File: config.mk
export PLATFORM = sky130hd
export DESIGN_NAME = fm_guard_writer
export DESIGN_NICKNAME = d
export VERILOG_FILES = /design/src/rtl/fm_guard_writer.sv
export SDC_FILE = /design/constraint.sdc
export NUM_CORES = 1
export LEC_CHECK = 0
export CORE_ASPECT_RATIO = 0.7
export CORE_MARGIN = 10
export CORE_UTILIZATION = 50
export DETAILED_ROUTE_END_ITERATION = 6
export PLACE_DENSITY = 0.76
export SLEW_MARGIN = 20
export SYNTH_ARGS = -nofsm -noshare
export SYNTH_HDL_FRONTEND = slang
export SYNTH_SLANG_ARGS = --single-unit
File: constraint.sdc
create_clock -name clk -period 10.7 [get_ports clk]
set_input_delay 3.21 -clock clk [delete_from_list [all_inputs] [get_ports clk]]
set_output_delay 3.21 -clock clk [all_outputs]
set_load 0.01 [all_outputs]
File: src/rtl/fm_guard_writer.sv
// Packs write-back bytes into 64-bit FM words and 6-bit guard vectors into 48-bit guard words,
// then streams the packed words to their SRAMs. Each job ends with a flush of any partial words.
module fm_guard_writer #(
    parameter int FM_ADDR_W = 12,
    parameter int GD_ADDR_W = 10
) (
    input  logic                 clk,
    input  logic                 rst,
    input  logic                 ctrl_valid,
    output logic                 ctrl_ready,
    output logic                 ctrl_finish,
    input  logic [FM_ADDR_W-1:0] fm_base_i,
    input  logic [GD_ADDR_W-1:0] gd_base_i,
    input  logic [7:0]           data_i,
    input  logic                 data_valid_i,
    input  logic [5:0]           guard_i,
    input  logic                 guard_valid_i,
    input  logic                 flush_i,
    output logic                 fm_wr_en,
    output logic [FM_ADDR_W-1:0] fm_wr_addr,
    output logic [63:0]          fm_wr_data,
    output logic                 gd_wr_en,
    output logic [GD_ADDR_W-1:0] gd_wr_addr,
    output logic [47:0]          gd_wr_data,
    output logic                 err_o
);

    typedef enum logic [1:0] {IDLE, RUN, FLUSH, FIN} state_t;

    state_t                 state, state_nxt;
    logic [2:0]             byte_cnt, vec_cnt;
    logic [63:0]            fm_acc, fm_pack;
    logic [47:0]            gd_acc, gd_pack;
    logic [FM_ADDR_W-1:0]   fm_ptr;
    logic [GD_ADDR_W-1:0]   gd_ptr;
    logic                   accept, byte_in, vec_in, misuse;
    logic [5:0]             fm_lane, gd_lane;

    always_comb begin
        state_nxt = state;
        accept    = 1'b0;
        case (state)
            IDLE:    if (ctrl_valid) begin
                         state_nxt = RUN;
                         accept    = 1'b1;
                     end
            RUN:     if (flush_i) state_nxt = FLUSH;
            FLUSH:   state_nxt = FIN;
            FIN:     state_nxt = IDLE;
            default: state_nxt = IDLE;
        endcase
    end

    // Inputs only count in RUN; the flush cycle itself is still RUN, so its byte/vector is packed.
    always_comb begin
        byte_in = (state == RUN) && data_valid_i;
        vec_in  = (state == RUN) && guard_valid_i;
        misuse  = (state != RUN) && (data_valid_i || guard_valid_i || flush_i);
        fm_lane = {byte_cnt, 3'b000};
        gd_lane = {3'b000, vec_cnt} * 6'd6;
        fm_pack = fm_acc;
        fm_pack[fm_lane +: 8] = data_i;
        gd_pack = gd_acc;
        gd_pack[gd_lane +: 6] = guard_i;
    end

    always_ff @(posedge clk or posedge rst) begin
        if (rst) state <= IDLE;
        else     state <= state_nxt;
    end

    always_ff @(posedge clk or posedge rst) begin
        if (rst) begin
            ctrl_ready  <= 1'b1;
            ctrl_finish <= 1'b0;
            err_o       <= 1'b0;
            fm_wr_en    <= 1'b0;
            fm_wr_addr  <= '0;
            fm_wr_data  <= '0;
            gd_wr_en    <= 1'b0;
            gd_wr_addr  <= '0;
            gd_wr_data  <= '0;
            byte_cnt    <= '0;
            vec_cnt     <= '0;
            fm_acc      <= '0;
            gd_acc      <= '0;
            fm_ptr      <= '0;
            gd_ptr      <= '0;
        end else begin
            fm_wr_en    <= 1'b0;
            gd_wr_en    <= 1'b0;
            ctrl_ready  <= (state_nxt == IDLE);
            ctrl_finish <= (state == FLUSH);
            err_o       <= misuse | (err_o & ~accept);

            if (accept) begin
                fm_ptr   <= fm_base_i;
                gd_ptr   <= gd_base_i;
                byte_cnt <= '0;
                vec_cnt  <= '0;
                fm_acc   <= '0;
                gd_acc   <= '0;
            end

            if (byte_in) begin
                byte_cnt <= byte_cnt + 3'd1;
                if (byte_cnt == 3'd7) begin
                    fm_wr_en   <= 1'b1;
                    fm_wr_addr <= fm_ptr;
                    fm_wr_data <= fm_pack;
                    fm_ptr     <= fm_ptr + 1'b1;
                    fm_acc     <= '0;
                end else begin
                    fm_acc <= fm_pack;
                end
            end

            if (vec_in) begin
                vec_cnt <= vec_cnt + 3'd1;
                if (vec_cnt == 3'd7) begin
                    gd_wr_en   <= 1'b1;
                    gd_wr_addr <= gd_ptr;
                    gd_wr_data <= gd_pack;
                    gd_ptr     <= gd_ptr + 1'b1;
                    gd_acc     <= '0;
                end else begin
                    gd_acc <= gd_pack;
                end
            end

            // Partial words: unused lanes are already zero because the accumulators clear after each full word.
            if (state == FLUSH) begin
                if (byte_cnt != 3'd0) begin
                    fm_wr_en   <= 1'b1;
                    fm_wr_addr <= fm_ptr;
                    fm_wr_data <= fm_acc;
                    fm_ptr     <= fm_ptr + 1'b1;
                    byte_cnt   <= '0;
                    fm_acc     <= '0;
                end
                if (vec_cnt != 3'd0) begin
                    gd_wr_en   <= 1'b1;
                    gd_wr_addr <= gd_ptr;
                    gd_wr_data <= gd_acc;
                    gd_ptr     <= gd_ptr + 1'b1;
                    vec_cnt    <= '0;
                    gd_acc     <= '0;
                end
            end
        end
    end

endmodule

Word-level counts from Yosys, hierarchy flattened

Cells that the tools add are included.

Bits in registers: 281
Bits of input ports: 42
Output and inout port bits: 139
Logic and storage cells: 104

Add/subtract/negate cells: 6
$mul: 1
Equal/unequal tests: 6
Shift operators: 4
Muxes and demuxes: 59
Bitwise operators: 3
Reductions and logical operators: 9

Operators by type and width:

| cell                                                                    | count |
|---|---|
| 64-bit 2-to-1 mux                                                       | 9 |
| 48-bit 2-to-1 mux                                                       | 9 |
| 12-bit 2-to-1 mux                                                       | 9 |
| 10-bit 2-to-1 mux                                                       | 9 |
| 64-bit bitwise mux                                                      | 1 |
| 8-bit by 8-bit variable shift with 64-bit output (first input constant) | 1 |
| 8-bit by 8-bit variable part select with 64-bit output                  | 1 |
| 48-bit bitwise mux                                                      | 1 |
| 6-bit by 8-bit variable shift with 48-bit output (first input constant) | 1 |
| 6-bit by 8-bit variable part select with 48-bit output                  | 1 |
| 3-bit 2-to-1 mux                                                        | 8 |
| 6-bit negator with 8-bit output                                         | 2 |
| 12-bit by 1-bit adder with 12-bit output (second input constant)        | 1 |
| 10-bit by 1-bit adder with 10-bit output (second input constant)        | 1 |
| 1-bit 2-to-1 mux                                                        | 10 |
| 2-bit one-hot mux with 4 select lines                                   | 1 |
| 3-bit by 1-bit adder with 3-bit output (second input constant)          | 2 |
| 3-bit == test (second input constant)                                   | 2 |
| 3-bit nonzero test                                                      | 2 |
| 3-bit by 2-bit multiplier with 5-bit output (second input constant)     | 1 |
| 2-bit == test (second input constant)                                   | 2 |
| 2-bit zero test                                                         | 2 |
| 2-bit 2-to-1 mux                                                        | 2 |
| 1-bit logical AND                                                       | 3 |
| other kinds (6)                                                         | 7 |

Depth between registers and ports, before layout

Depth after elaboration: 8
Gate-level depth with buffers: 13
Mapped depth without buffers: 10

Least setup slack after synthesis

OpenSTA, ideal clock, no wires.

Path kind: input port to flip-flop
Start: input port data_valid_i
End: register fm_wr_data[38]
Setup time: 121 ps
Data arrival time: 4,452 ps
Setup slack: 6,127 ps
Stages: 8
Buffers on the path: 3
Path through: and4b_1 -> clkbuf_1 -> nor2_1 -> inv_1 -> buf_2 -> clkbuf_1 -> o22ai_1 -> nor2_1

Longest elaborated chain between the ends: 4

Ends and longest elaborated chain:

| element              | RTL line | text |
|---|---|---|
| start, declared      | 15       | `input logic data_valid_i,` |
| 1-bit logical AND *  | 56       | `byte_in = (state == RUN) && data_valid_i;` |
| 64-bit 2-to-1 mux *  | 105      | `if (byte_in) begin` |
| 64-bit 2-to-1 mux    | 133      | `if (byte_cnt != 3'd0) begin` |
| 64-bit 2-to-1 mux *  | 132      | `if (state == FLUSH) begin` |
| end signal, assigned | 110      | `fm_wr_data <= fm_pack;` |
| end signal, assigned | 136      | `fm_wr_data <= fm_acc;` |
| end, declared        | 21       | `output logic [63:0] fm_wr_data,` |

Every way passes the cells marked *; elsewhere a longest branch is shown, timed or not.

Worst setup path in the final report

Start: input port data_valid_i
End: register fm_ptr[10]

Longest elaborated chain between the ends: 4

Ends and longest elaborated chain:

| element              | RTL line | text |
|---|---|---|
| 1-bit logical AND *  | 56       |  |
| 12-bit 2-to-1 mux *  | 105      |  |
| 12-bit 2-to-1 mux    | 133      |  |
| 12-bit 2-to-1 mux *  | 132      |  |
| end signal, assigned | 97       | `fm_ptr <= fm_base_i;` |
| end signal, assigned | 111      | `fm_ptr <= fm_ptr + 1'b1;` |
| end signal, assigned | 137      | `fm_ptr <= fm_ptr + 1'b1;` |
| end, declared        | 34       | `logic [FM_ADDR_W-1:0] fm_ptr;` |

Marked as above.

==> flow_metrics.tcl <==
set metrics [dict create \
    status "complete, no violations" \
    synthArstFlopShare_pct 100 \
    cts_hold_buffers 0 \
    path_buf_inv 3 \
    cts_buffers 28 \
    end_kind "flop" \
    hpwlAfterDp_mm 30.0 \
    drive_gt1_share_pct 9.16 \
    fin_crit_sh_pct 57.9 \
    fin_tns_setup_ps 0 \
    grt_max_degree 79 \
    cts_resized 0 \
    powerDensity_mw_per_mm2 321 \
    routedWlPerCell_um 21.9 \
    clk_latency_ps 550 \
    dp_cells 1929 \
    hp-class "reg2reg" \
    rsz0062_at_grt "no" \
    syn_area_per_cell_um2 9.47 \
    cp_max_fo 78 \
    path_class "in2reg" \
    power_mw 5.36 \
    drtIter0Drc 1311 \
    insertedDiodeCount 0 \
    arrival_ps 6650 \
    clock.fmax_mhz 161 \
    critPathRequiredTime_ps 11150 \
    relSlewSlack_pct 24.1 \
    worst_slew_pin_slew_ps 1140 \
    grt-ovfl-total 0 \
    gp_congestion 1.00 \
    fin_crit_ps 6200 \
    start_util_pct 51.1 \
    synth.distinct_cells 83 \
    clock_skew_ps 13.5 \
    crit_slowest_cell "and4b_1" \
    clkTransAtPathRegs_ps 60 \
    pin_count 181 \
    grt_pass1_vias 11800 \
    post_cts_buffers 0 \
    vias 12300 \
    antenna_found_initial 3 \
    ys_seq_area_share_pct 51.0 \
    cts_sinks 281 \
    cp_top_family "simple AND/OR/NAND/NOR gates" \
    gr-usage-all-layers_pct 24.1 \
    hold_viol_final 0 \
    critPathMaxStageDelay_ps 690 \
    post-route-util_pct 62.0 \
    cts_buffer_depth 3 \
    fin_nets 1654 \
    setup_viol 0 \
    yosys_warnings 0 \
    detail-route-antenna-nets 0 \
    root_buffer "clkbuf_16" \
    dieArea_mm2 0.0347 \
    cp_cell_sequence "clkdlybuf4s50_1 > and4b_1 > nor2_1 > inv_2 > buf_4 > nand3_1 > nor2_1 > nor3_1 > a211oi_1" \
    grt_first_pass_wirelength_mm 68.1 \
    die_w_um 219 \
    core_area_mm2 0.0270 \
    synth_area_mm2 0.0138 \
    critPathMostFrequentCell "nor2_1" \
    final_cells 1980 \
    ys_ff_latch 281 \
    drc_errors 0 \
    p_leak_nw 7.13 \
    vias_per_cell 6.21 \
    cts_tree "yes" \
    rows 50 \
    first_pass_iters 5 \
    die_h_um 159 \
    start_kind "primary input" \
    syn-instance-count 1456 \
    max-vdd-ir-drop_mv 0.152 \
    max-cap-violations 0 \
    syn2layout_area_growth_pct 21.2 \
    synthFlopType "dfrtp_1" \
    slew_viol_final 0 \
    cts_max_level 1 \
    finalWirelength_mm 43.4 \
    port_buffers 180 \
    synth_edf_count 0 \
    syn_nets 1515 \
]
path summary, 6_finish.rpt:
kind	depth (start not counted)	startpoint	to	slack [ps]
min in group asynchronous	3	rst	gd_wr_data[45]	3220
max in group asynchronous	4	rst	fm_wr_addr[5]	5800
max reg2reg	12	byte_cnt[0]	fm_ptr[10]	6110
min reg2reg	2	fm_wr_addr[3]	fm_wr_addr[3]	470
min	2	fm_wr_addr[3]	fm_wr_addr[3]	470
max	9	data_valid_i	fm_ptr[10]	4500
final cells by class:
class,instances,area (um^2)
timing repair buffer,199,1940
multi-input combinational,1065,6300
clock inverter,11,72.6
inverter,20,78.8
sequential,281,7030
tap,364,455
fill,2251,10300
clock buffer,40,826
power breakdown:
group          leakage [nW]  total (mW)  switching (mW)  internal [mW]
registers              3.57        1.72           0.292           1.43
clock network         0.450       0.959           0.422          0.537
logic                  3.10        2.68            1.55           1.13
total                  7.13        5.36            2.26           3.09
through the flow:
step	cell area (um^2)	setup WS (ps)	hold slack [ps]
2_1_floorplan	13800	3770	451
3_3_place_gp	15800	4110	449
3_5_place_dp	15800	4030	456
4_1_cts	16700	4600	470
5_1_grt	16700	4350	493
6_report	16700	4500	466
layer usage:
metal | GRT usage, % | vias up | wire, um | part of all wire, %
met1 | 36.6 | 6083 | 20300 | 47
met2 | 33.0 | 565 | 17800 | 41
li1 | - | 5598 | - | -
met4 | 4.53 | 4 | 643 | 1.5
met5 | 0 | - | 23 | 0.053
met3 | 7.17 | 54 | 4610 | 11
kinds of logic after synthesis:
| family | count (synthesis) | synth area share, % |
|---|---|---|
| adders and majority gates | 17 | 1.60 |
| muxes | 21 | 1.57 |
| and+or+nand+nor | 595 | 18.9 |
| DFF | 281 | 51.0 |
| buffers and inverters | 110 | 3.47 |
| AOI/OAI and AO/OA | 426 | 23.0 |
| xor gates and xnor gates | 6 | 0.436 |
tightest hold or removal path, cell delays in order, from the launching register on:
cell	delay, ps
dfrtp_1	340
nand2_1	50
nand2_1	50
synthesized netlist by cell type, drive strengths merged (16+ instances only):
library cell  instances  share of area (%)
mux2i                16                1.2
a21oi                67                2.5
o21ai                50                1.8
nor2                275                7.6
nand2               195                5.3
buf                  34                1.4
a211oi               32                1.8
a32oi                43                2.7
o221a                42                3.5
inv                  19               0.52
nand3                18               0.73
o22ai                64                2.9
nor3                 17               0.73
clkbuf               56                1.5
a22oi                40                2.2
nand2b               23                1.0
ha                   16                1.5
dfrtp               280                 51
layout by cell type (no fill, tap or decap), drive strengths merged, types with 5 or more instances in the layout:
| master | count |
|---|---|
| dfrtp | 280 |
| nor2 | 275 |
| nand2 | 195 |
| clkdlybuf4s50 | 180 |
| a21oi | 67 |
| o22ai | 64 |
| o21ai | 50 |
| a32oi | 43 |
| o221a | 42 |
| a22oi | 40 |
| clkbuf | 40 |
| a211oi | 32 |
| nand2b | 23 |
| buf | 19 |
| inv | 18 |
| nand3 | 18 |
| nor3 | 17 |
| mux2i | 16 |
| ha | 16 |
| and2 | 11 |
| clkinv | 11 |
| o21a | 10 |
| nor2b | 10 |
| and3 | 10 |
| a22o | 9 |
| a2bb2oi | 8 |
| o211ai | 7 |
| a32o | 6 |
| nand4 | 6 |
| nor3b | 6 |
| a31oi | 5 |
| mux2 | 5 |
| o31ai | 5 |
| o22a | 5 |
| o32ai | 5 |
state kept, by name (all words and copies together), names as in the netlist, 2 cells and up:
name,count
state,2
vec_cnt,3
gd_wr_data,48
fm_ptr,12
fm_acc,64
byte_cnt,3
gd_wr_addr,10
fm_wr_data,64
gd_ptr,10
gd_acc,48
fm_wr_addr,12
Note: power is estimated with default switching activity, not from simulation.
